<file path="src/rtl/systolic_pkg.sv">
// Shared constants and state type for the systolic west-edge row feeder.
package systolic_pkg;
   localparam int ROWS       = 4;
   localparam int DATA_WIDTH = 16;
   localparam int K_LEN      = 9;
   localparam int T_W        = 4;
   localparam int T_LAST     = K_LEN + ROWS - 2;
   localparam int DRAIN_CYC  = 2;
   localparam int DC_W       = (DRAIN_CYC > 2) ? $clog2(DRAIN_CYC) : 1;

   typedef enum logic [1:0] {
      IDLE,
      RUN,
      DRAIN,
      DONE
   } feeder_state_t;
endpackage

</file>
<file path="src/rtl/systolic_row_feeder_if.sv">
// Control, FIFO-read and array-side bundle of the row feeder.
interface systolic_row_feeder_if;
   import systolic_pkg::*;

   logic                       start;
   logic                       busy;
   logic                       done;
   logic [ROWS-1:0]            fifo_empty;
   logic [ROWS-1:0]            fifo_ren;
   logic [ROWS*DATA_WIDTH-1:0] fifo_dout;
   logic [ROWS*DATA_WIDTH-1:0] a_out;
   logic [ROWS-1:0]            a_valid;
   logic                       a_en;

   modport master (
      output start, fifo_empty, fifo_dout,
      input  busy, done, fifo_ren, a_out, a_valid, a_en
   );

   modport slave (
      input  start, fifo_empty, fifo_dout,
      output busy, done, fifo_ren, a_out, a_valid, a_en
   );
endinterface

</file>
<file path="src/rtl/systolic_row_feeder_row_read_window.sv">
// Per-row read window: row ROW is scheduled while ROW <= t <= ROW+K_LEN-1.
module row_read_window
   import systolic_pkg::*;
#(
   parameter int ROW = 0
) (
   input  logic [T_W-1:0] i_t,
   output logic           o_sched
);
   localparam logic [T_W:0] LO = (T_W+1)'(ROW);
   localparam logic [T_W:0] HI = (T_W+1)'(ROW + K_LEN - 1);

   logic [T_W:0] w_t;
   assign w_t = {1'b0, i_t};

   generate
      if (ROW == 0) begin : g_first
         assign o_sched = (w_t <= HI);
      end else begin : g_rest
         assign o_sched = (w_t >= LO) && (w_t <= HI);
      end
   endgenerate
endmodule

</file>
<file path="src/rtl/systolic_row_feeder.sv">
// Skewed read controller draining the per-row operand FIFOs into the array.
module systolic_row_feeder
   import systolic_pkg::*;
(
   input  logic                  clk,
   input  logic                  rstn,
   systolic_row_feeder_if.slave  bus
);
   localparam logic [T_W-1:0]  T_END = T_W'(T_LAST);
   localparam logic [DC_W-1:0] D_END = DC_W'(DRAIN_CYC - 1);

   feeder_state_t              r_state, w_state_nx;
   logic [T_W-1:0]             r_t, w_t_nx;
   logic [DC_W-1:0]            r_dcnt, w_dcnt_nx;
   logic [ROWS-1:0]            w_sched;
   logic [ROWS-1:0]            w_ren;
   logic                       w_ok;
   logic                       w_step;
   logic [ROWS-1:0]            r_ren_d;
   logic                       r_step_d;
   logic [ROWS*DATA_WIDTH-1:0] r_a_out;
   logic [ROWS-1:0]            r_a_valid;
   logic                       r_a_en;

   generate
      for (genvar g = 0; g < ROWS; g++) begin : g_win
         row_read_window #(.ROW(g)) u_win (
            .i_t     (r_t),
            .o_sched (w_sched[g])
         );
      end
   endgenerate

   // Any scheduled row running dry freezes every row so the skew survives.
   always_comb begin
      w_ok   = ~|(w_sched & bus.fifo_empty);
      w_step = (r_state == RUN) && w_ok;
      w_ren  = w_step ? w_sched : '0;
   end

   always_comb begin
      w_state_nx = r_state;
      w_t_nx     = r_t;
      w_dcnt_nx  = r_dcnt;
      unique case (r_state)
         IDLE: begin
            if (bus.start) begin
               w_state_nx = RUN;
               w_t_nx     = '0;
            end
         end
         RUN: begin
            if (w_ok) begin
               w_t_nx = r_t + 1'b1;
               if (r_t == T_END) begin
                  w_state_nx = DRAIN;
                  w_dcnt_nx  = '0;
               end
            end
         end
         DRAIN: begin
            w_dcnt_nx = r_dcnt + 1'b1;
            if (r_dcnt == D_END) w_state_nx = DONE;
         end
         DONE: w_state_nx = IDLE;
         default: w_state_nx = IDLE;
      endcase
   end

   always_ff @(posedge clk or negedge rstn) begin
      if (!rstn) begin
         r_state   <= IDLE;
         r_t       <= '0;
         r_dcnt    <= '0;
         r_ren_d   <= '0;
         r_step_d  <= 1'b0;
         r_a_out   <= '0;
         r_a_valid <= '0;
         r_a_en    <= 1'b0;
      end else begin
         r_state   <= w_state_nx;
         r_t       <= w_t_nx;
         r_dcnt    <= w_dcnt_nx;
         r_ren_d   <= w_ren;
         r_step_d  <= w_step;
         r_a_out   <= bus.fifo_dout;
         r_a_valid <= r_ren_d;
         r_a_en    <= r_step_d;
      end
   end

   assign bus.busy     = (r_state != IDLE);
   assign bus.done     = (r_state == DONE);
   assign bus.fifo_ren = w_ren;
   assign bus.a_out    = r_a_out;
   assign bus.a_valid  = r_a_valid;
   assign bus.a_en     = r_a_en;
endmodule

</file>
<file path="src/flat_wrapper.sv">
// flat-port wrapper written by rule: the top's interface ports become plain ports
module systolic_row_feeder_flat import systolic_pkg::*;
  (clk, rstn, bus_start, bus_fifo_empty, bus_fifo_dout, bus_busy, bus_done, bus_fifo_ren, bus_a_out, bus_a_valid, bus_a_en);
  systolic_row_feeder_if bus_i ();
  input  logic clk;
  input  logic rstn;
  input wire logic [$bits(bus_i.start)-1:0] bus_start;
  input wire logic [$bits(bus_i.fifo_empty)-1:0] bus_fifo_empty;
  input wire logic [$bits(bus_i.fifo_dout)-1:0] bus_fifo_dout;
  output wire logic [$bits(bus_i.busy)-1:0] bus_busy;
  output wire logic [$bits(bus_i.done)-1:0] bus_done;
  output wire logic [$bits(bus_i.fifo_ren)-1:0] bus_fifo_ren;
  output wire logic [$bits(bus_i.a_out)-1:0] bus_a_out;
  output wire logic [$bits(bus_i.a_valid)-1:0] bus_a_valid;
  output wire logic [$bits(bus_i.a_en)-1:0] bus_a_en;
  assign bus_i.start = bus_start;
  assign bus_i.fifo_empty = bus_fifo_empty;
  assign bus_i.fifo_dout = bus_fifo_dout;
  assign bus_busy = bus_i.busy;
  assign bus_done = bus_i.done;
  assign bus_fifo_ren = bus_i.fifo_ren;
  assign bus_a_out = bus_i.a_out;
  assign bus_a_valid = bus_i.a_valid;
  assign bus_a_en = bus_i.a_en;
  systolic_row_feeder u_core (.clk(clk), .rstn(rstn), .bus(bus_i));
endmodule
</file>
<file path="config.mk">
export PLATFORM = sky130hd
export DESIGN_NAME = systolic_row_feeder_flat
export DESIGN_NICKNAME = d
export VERILOG_FILES = /design/src/rtl/systolic_pkg.sv /design/src/rtl/systolic_row_feeder_if.sv /design/src/rtl/systolic_row_feeder_row_read_window.sv /design/src/rtl/systolic_row_feeder.sv /design/src/flat_wrapper.sv
export SDC_FILE = /design/constraint.sdc
export NUM_CORES = 1
export LEC_CHECK = 0
export ABC_AREA = 1
export CAP_MARGIN = 20
export CORE_MARGIN = 2
export CORE_UTILIZATION = 40
export DETAILED_ROUTE_END_ITERATION = 16
export PLACE_DENSITY = 0.85
export SLEW_MARGIN = 20
export SYNTH_ARGS = -nofsm -noshare
export SYNTH_HDL_FRONTEND = slang
export SYNTH_SLANG_ARGS = --single-unit
</file>
<file path="constraint.sdc">
create_clock -name clk -period 4 [get_ports clk]
set_input_delay 0.4 -clock clk [delete_from_list [all_inputs] [get_ports clk]]
set_output_delay 0.4 -clock clk [all_outputs]
set_load 0.01 [all_outputs]
</file>
==> flow_metrics.py, run 1 <==
metrics = {
    "power_and_ir_drop": {
        "powerDensity_nw_per_um2": 483,
        "power_frac_clock": 0.311,
        "seqPwrFrac": 0.447,
        "p_int_w": 0.00149,
        "p_leak_nw": 1.91,
        "switching_share": 0.278,
        "comb_power_share": 0.242,
        "netSwitchingPower_w": 0.000572,
        "peakVddDrop_uv": 376,
    },
    "drt": {
        "wl_per_cell_um": 14.5,
        "drt_iter0_drc": 38,
        "dr.pass1.iters": 4,
        "drt_wl_total_um": 5800,
        "drc_errors": 0,
        "viasPerCell": 4.40,
        "ant_nets": 0,
        "vias": 1755,
    },
    "clock_network": {
        "clock_latency_ns": 0.34,
        "clock_tree.buffer_depth": 2,
        "clockRootBuffer": "clkbuf_8",
        "hold_buffers": 0,
        "cts_htree_levels": 3,
        "clock_sinks": 81,
        "cts_tree": "done",
        "postCtsSetupRepairBufs": 0,
        "path_clk_slew_ns": 0.08,
        "cts_resized": 0,
        "numCtsBuffers": 9,
    },
    "hold_path": {
        "hp-class": "primary input to asynchronous set/reset pin",
    },
    "synth": {
        "yosys-top-cells-area": "dfrtp_1, nand2_1, ha_1",
        "yosys.area.top_type_share": 0.810,
        "synth_seq_area_share": 0.810,
        "synth_area_per_cell_um2": 15.3,
        "yosysWarningCount": 0,
        "synth_cell_types": 18,
        "ys_ff_latch": 81,
        "synth_area_um2": 2500,
        "syn_nets": 242,
        "synth_area_leader_cell": "dfrtp_1",
        "synth_cells": 164,
    },
    "timing": {
        "tightestPinTransition_ns": 0.497,
        "fin_ws_ns": 1.13,
        "slew_headroom": 0.669,
        "drv_slew": 0,
        "fin_crit_sh": 0.716,
        "rsz0062_at_grt": "no",
        "fin_skew_ns": 0.00749,
        "finalSetupTns_ns": 0,
        "min_period_ns": 2.87,
        "setup_viol_count_final": 0,
        "final-hold-violation-count": 0,
        "clock.fmax_mhz": 349,
    },
    "finish": {
        "n_antenna_cell": 0,
        "final_nets": 397,
        "multi_input_area_um2": 414,
        "fill_cells": 395,
        "syn2layout_area_growth_pct": 70.4,
        "seq_area_um2": 2030,
        "final_layout_size_suffix_gt1_frac": 0.102,
    },
    "floorplanning": {
        "fp.dieW_um": 83.1,
        "initial_core_util": 0.418,
        "core_area_um2": 5990,
        "row_count": 28,
        "die_h_um": 83.1,
        "ioPinCount": 146,
        "die_area_um2": 6900,
    },
    "placed_design": {
        "io_buffers": 145,
        "dp_slack_ns": 1.52,
        "gp_congestion": 0.822,
        "hpwl_um": 4510,
    },
    "grt": {
        "grt_antenna_before_repair": 0,
        "grt_max_degree": 82,
        "grt_pass1_vias": 1777,
        "overflow": 0,
        "grt_pass1_wl_um": 9430,
        "grt_usage": 0.181,
    },
    "setup_path": {
        "critPathArrivalTime_ns": 2.47,
        "crit_path_top_delay_cell": "clkdlybuf4s50_1",
        "cp_top_family": "buffers and inverters",
        "path_cells": "inv_1, ha_1, nand2_2, nand2_2, nand2_2, nand2_2, nand2_2, nand4_1, a21oi_1, clkdlybuf4s50_1",
        "cpPeakStageDelay_ns": 0.59,
        "worst-setup-path-type": "flip-flop to primary output",
        "cp-start-kind": "flip-flop",
        "crit_buf_inv": 2,
        "worst-path-stages": 10,
        "cp-end-kind": "primary output",
        "worstPathRequired_ns": 3.60,
        "worstRegToRegCells": 12,
        "crit_fanout": 5,
        "cp_common_cell": "nand2_2",
        "reg2reg_setup_slack_ns": 2.37,
    },
    "outcome": {
        "status": "finished, final reports clean",
    },
    "run": {
        "cap_violations": 0,
    },
}
per-stage QoR:
| stage | hold slack, ns | total power [W] | instance area, um^2 | cells | util |
|---|---|---|---|---|---|
| 6_report | 0.0184 | 0.00206 | 4260 | 399 | 0.712 |
| 5_1_grt | 0.0413 | 0.00218 | 4260 | 399 | 0.712 |
| 4_1_cts | 0.248 | 0.00208 | 4240 | 398 | 0.708 |
| 3_5_place_dp | 0.338 | 0.00144 | 4030 | 382 | 0.672 |
| 3_3_place_gp | 0.334 | 0.00142 | 4030 | 382 | 0.672 |
| 2_1_floorplan | 0.104 | 0.00119 | 2500 | 164 | - |
synthesized netlist by cell type:
cell type	number
dfrtp_1	81
nand2_1	30
inv_1	9
ha_1	7
nand3_1	6
nand2_2	5
nand4_1	4
nor2_1	4
o21ai_2	4
a21oi_1	3
inv_2	2
nand2_4	2
nand3_2	2
buf_4	1
buf_6	1
o21bai_1	1
o22ai_1	1
or2_2	1
path summary, 6_finish.rpt:
| kind | from | end |
|---|---|---|
| max in group asynchronous | rstn | u_core.bus.a_out[50] |
| worst min-delay path | rstn | u_core.r_t[0] |
| min in group clk | u_core.r_ren_d[1] | u_core.bus.a_valid[1] |
| worst max register to register | u_core.r_t[0] | u_core.r_t[3] |
| worst max-delay path | u_core.r_t[0] | bus_fifo_ren[1] |
| worst min register to register | u_core.r_ren_d[1] | u_core.bus.a_valid[1] |
worst register-to-register path, cell delays in order (launching register included):
cell and delay [ns]:
dfrtp_1 0.42, inv_1 0.08, ha_1 0.22, nand2_2 0.08
nand2_2 0.06, nand2_2 0.09, nand2_2 0.05, nand2_2 0.07
nand3_2 0.10, nand2_4 0.11, nand2_4 0.10, nand2_1 0.09
o21ai_2 0.05
cell families after synthesis:
logic type	synth area share
flip-flops	0.810
AND/OR/NAND/NOR	0.105
buffers and inverters	0.0240
AO/OA/AOI/OAI	0.0255
adder cells (fa/ha/maj)	0.0350
state kept, by name, indices dropped and copies added, names as in the netlist:
name,cells
u_core.r_dcnt,1
u_core.bus.a_out,64
u_core.bus.a_en,1
u_core.r_ren_d,4
u_core.r_state,2
u_core.r_t,4
u_core.r_step_d,1
u_core.bus.a_valid,4
routing by layer:
metal,global-route usage,share of wire
met5,0,0
met4,0.0700,0.017
met3,0.0855,0.090
met2,0.295,0.52
met1,0.206,0.37
placed cells by master, fill, tap and decap left out, types with 2 or more instances in the layout:
cell / netlist / routed
clkdlybuf4s50_1: 0 / 144
dfrtp_1: 81 / 81
nand2_1: 30 / 30
inv_1: 9 / 9
clkbuf_8: 0 / 9
ha_1: 7 / 7
nand3_1: 6 / 6
nand2_2: 5 / 5
nor2_1: 4 / 4
nand4_1: 4 / 4
o21ai_2: 4 / 4
a21oi_1: 3 / 3
inv_2: 2 / 2
nand3_2: 2 / 2
nand2_4: 2 / 2
bufinv_16: 0 / 2
power groups by stage:
stage          clock network [W]  logic [W]  registers [W]
2_1_floorplan                  0   0.000238       0.000955
3_3_place_gp                   0   0.000480       0.000935
3_5_place_dp                   0   0.000501       0.000938
4_1_cts                 0.000659   0.000502       0.000922
5_1_grt                 0.000702   0.000545       0.000929
6_report                0.000640   0.000497       0.000920
final cells by class:
class | count | share of cell area
Sequential cell | 81 | 0.475
Clock inverter | 6 | 0.0211
Multi-Input combinational cell | 70 | 0.0972
Timing Repair Buffer | 146 | 0.345
Tap cell | 75 | 0.0220
Inverter | 11 | 0.00969
Clock buffer | 10 | 0.0299
Power figures use the tool's default switching activity.
==> run 2, diff against run 1 <==
CORE_UTILIZATION = 33   (was 40)
PLACE_DENSITY = 0.75   (was 0.85)
clock period = 2.6 ns   (was 4 ns; I/O delays follow)
==> run 2 against run 1 <==
  * Non-clock buffer count rose by 4
  * Wire length is 2.9% higher
  * Clock power is 62% higher
  * Global-route usage down 2.9 points
  * Hold slack gained 0.049 ns
  * Final cell count is 7.0% higher
  * Sequential cell count did not move
  * Combinational power rose by 62%
  * Critical path type unchanged
  * Largest cell class unchanged
  * Highest routed layer unchanged
==> flow_metrics.py, run 2 (synthesis results as in run 1) <==
metrics = {
    "outcome": {
        "status": "finished, final reports clean",
    },
    "clock_network": {
        "clock_tree.buffer_depth": 2,
        "cts_tree": "done",
        "clockRootBuffer": "clkbuf_8",
        "cts_htree_levels": 3,
        "clock_latency_ns": 0.34,
        "path_clk_slew_ns": 0.09,
        "clock_sinks": 81,
        "numCtsBuffers": 9,
    },
    "grt": {
        "grt_pass1_wl_um": 9550,
        "grt_usage": 0.152,
        "grt_antenna_before_repair": 0,
        "grt_max_degree": 82,
        "overflow": 0,
        "grt_pass1_vias": 1852,
    },
    "placed_design": {
        "io_buffers": 145,
        "gp_congestion": 0.863,
        "hpwl_um": 4610,
    },
    "finish": {
        "mostFrequentLayoutCell": "clkdlybuf4s50_1",
        "final_nets": 401,
        "final_cell_mix": "clkdlybuf4s50_1, dfrtp_1, nand2_1",
        "n_antenna_cell": 0,
        "largest_reg_flops": 64,
        "syn2layout_area_growth_pct": 73.4,
        "final_layout_size_suffix_gt1_frac": 0.125,
    },
    "power_and_ir_drop": {
        "powerDensity_nw_per_um2": 751,
        "peakVddDrop_uv": 374,
        "finalPower_w": 0.00326,
        "p_leak_nw": 1.97,
    },
    "setup_path": {
        "cp-end-kind": "primary output",
        "crit_start": "u_core.r_t[1]",
        "cp-start-kind": "flip-flop",
        "crit_end": "bus_fifo_ren[2]",
        "reg2reg_to": "u_core.r_t[3]",
        "worstPathRequired_ns": 2.34,
        "critPathArrivalTime_ns": 2.09,
        "worstRegToRegCells": 12,
        "worst-setup-path-type": "flip-flop to primary output",
        "reg2reg_setup_slack_ns": 0.99,
        "worstReg2RegStart": "u_core.r_t[1]",
        "crit_fanout": 5,
    },
    "timing": {
        "tightestPinTransition_ns": 0.971,
        "final-hold-violation-count": 0,
        "fin_skew_ns": 0.00420,
        "finalSetupTns_ns": 0,
        "drv_slew": 0,
        "setup_viol_count_final": 0,
        "min_period_ns": 2.35,
        "fin_crit_sh": 0.904,
        "slew_headroom": 0.353,
        "clock.fmax_mhz": 426,
        "rsz0062_at_grt": "no",
    },
    "drt": {
        "wl_per_cell_um": 14.0,
        "drt_wl_total_um": 5970,
        "drt_iter0_drc": 43,
        "dr.pass1.iters": 4,
        "ant_nets": 0,
        "viasPerCell": 4.18,
        "vias": 1785,
        "drc_errors": 0,
    },
    "hold_path": {
        "hp-class": "primary input to asynchronous set/reset pin",
    },
    "floorplanning": {
        "die_area_um2": 8290,
        "fp.dieW_um": 91.1,
        "ioPinCount": 146,
        "row_count": 31,
        "die_h_um": 91.1,
        "core_area_um2": 7290,
        "initial_core_util": 0.343,
    },
    "run": {
        "cap_violations": 0,
    },
}
run 2: worst min path at each step:
stage                    startpoint                    end  slack (ns)  depth (start not counted)
floorplan                      rstn        u_core.bus.a_en       -0.04                          0
global placement    u_core.r_step_d        u_core.bus.a_en        0.34                          0
detailed placement  u_core.r_step_d        u_core.bus.a_en        0.34                          0
CTS                            rstn   u_core.bus.a_out[47]        0.10                          1
global route                   rstn    u_core.bus.a_out[2]        0.15                          1
finish                         rstn  u_core.bus.a_valid[1]        0.07                          1
run 2: metal layers:
layer | global-route usage | vias to the layer above | share of wire
li1 | - | 830 | -
met1 | 0.169 | 852 | 0.37
met2 | 0.260 | 95 | 0.52
met3 | 0.0622 | 8 | 0.090
met4 | 0.0556 | 0 | 0.016
met5 | 0 | - | 0
run 2: area by class of cell:
| class | instances | area [um^2] |
|---|---|---|
| Sequential cell | 81 | 2030 |
| Multi-Input combinational cell | 70 | 425 |
| Inverter | 11 | 41.3 |
| Clock inverter | 7 | 108 |
| Fill cell | 612 | 2950 |
| Tap cell | 99 | 124 |
| Timing Repair Buffer | 150 | 1490 |
| Clock buffer | 9 | 124 |
run 2: report_power, final:
part           internal, W  leakage (nW)  total (W)  switching [W]
sequential         0.00136         0.976    0.00141      0.0000505
clock             0.000561         0.114    0.00104       0.000481
combinational     0.000402         0.884   0.000803       0.000401
run 2: repair_timing:
item / CTS / global route
buffers inserted: 4 / 0
endpoints found under the setup margin: 4 / 2
endpoints found under the hold margin: 0 / 0
pin swaps: 1 / 0
hold buffers: 0 / 0
gates resized for setup: 5 / 2
run 2: critical path, cell delays in order (launching register included):
cell           delay [ns]
dfrtp_1              0.40
inv_1                0.08
ha_1                 0.20
nand2_2              0.09
nand2_2              0.06
nand2_2              0.10
nand2_2              0.06
nand2_2              0.07
nand4_1              0.08
buf_4                0.17
a21oi_2              0.13
dlygate4sd2_1        0.30
run 2: through the flow:
step | setup slack [ns] | hold slack [ns] | std cells | utilization | cell area [um^2]
2_1_floorplan | 0.966 | -0.0356 | 164 | - | 2500
3_3_place_gp | 0.331 | 0.337 | 407 | 0.557 | 4060
3_5_place_dp | 0.234 | 0.339 | 407 | 0.557 | 4060
4_1_cts | 0.00610 | 0.101 | 427 | 0.594 | 4330
5_1_grt | 0.0510 | 0.147 | 427 | 0.595 | 4340
6_report | 0.250 | 0.0677 | 427 | 0.595 | 4340
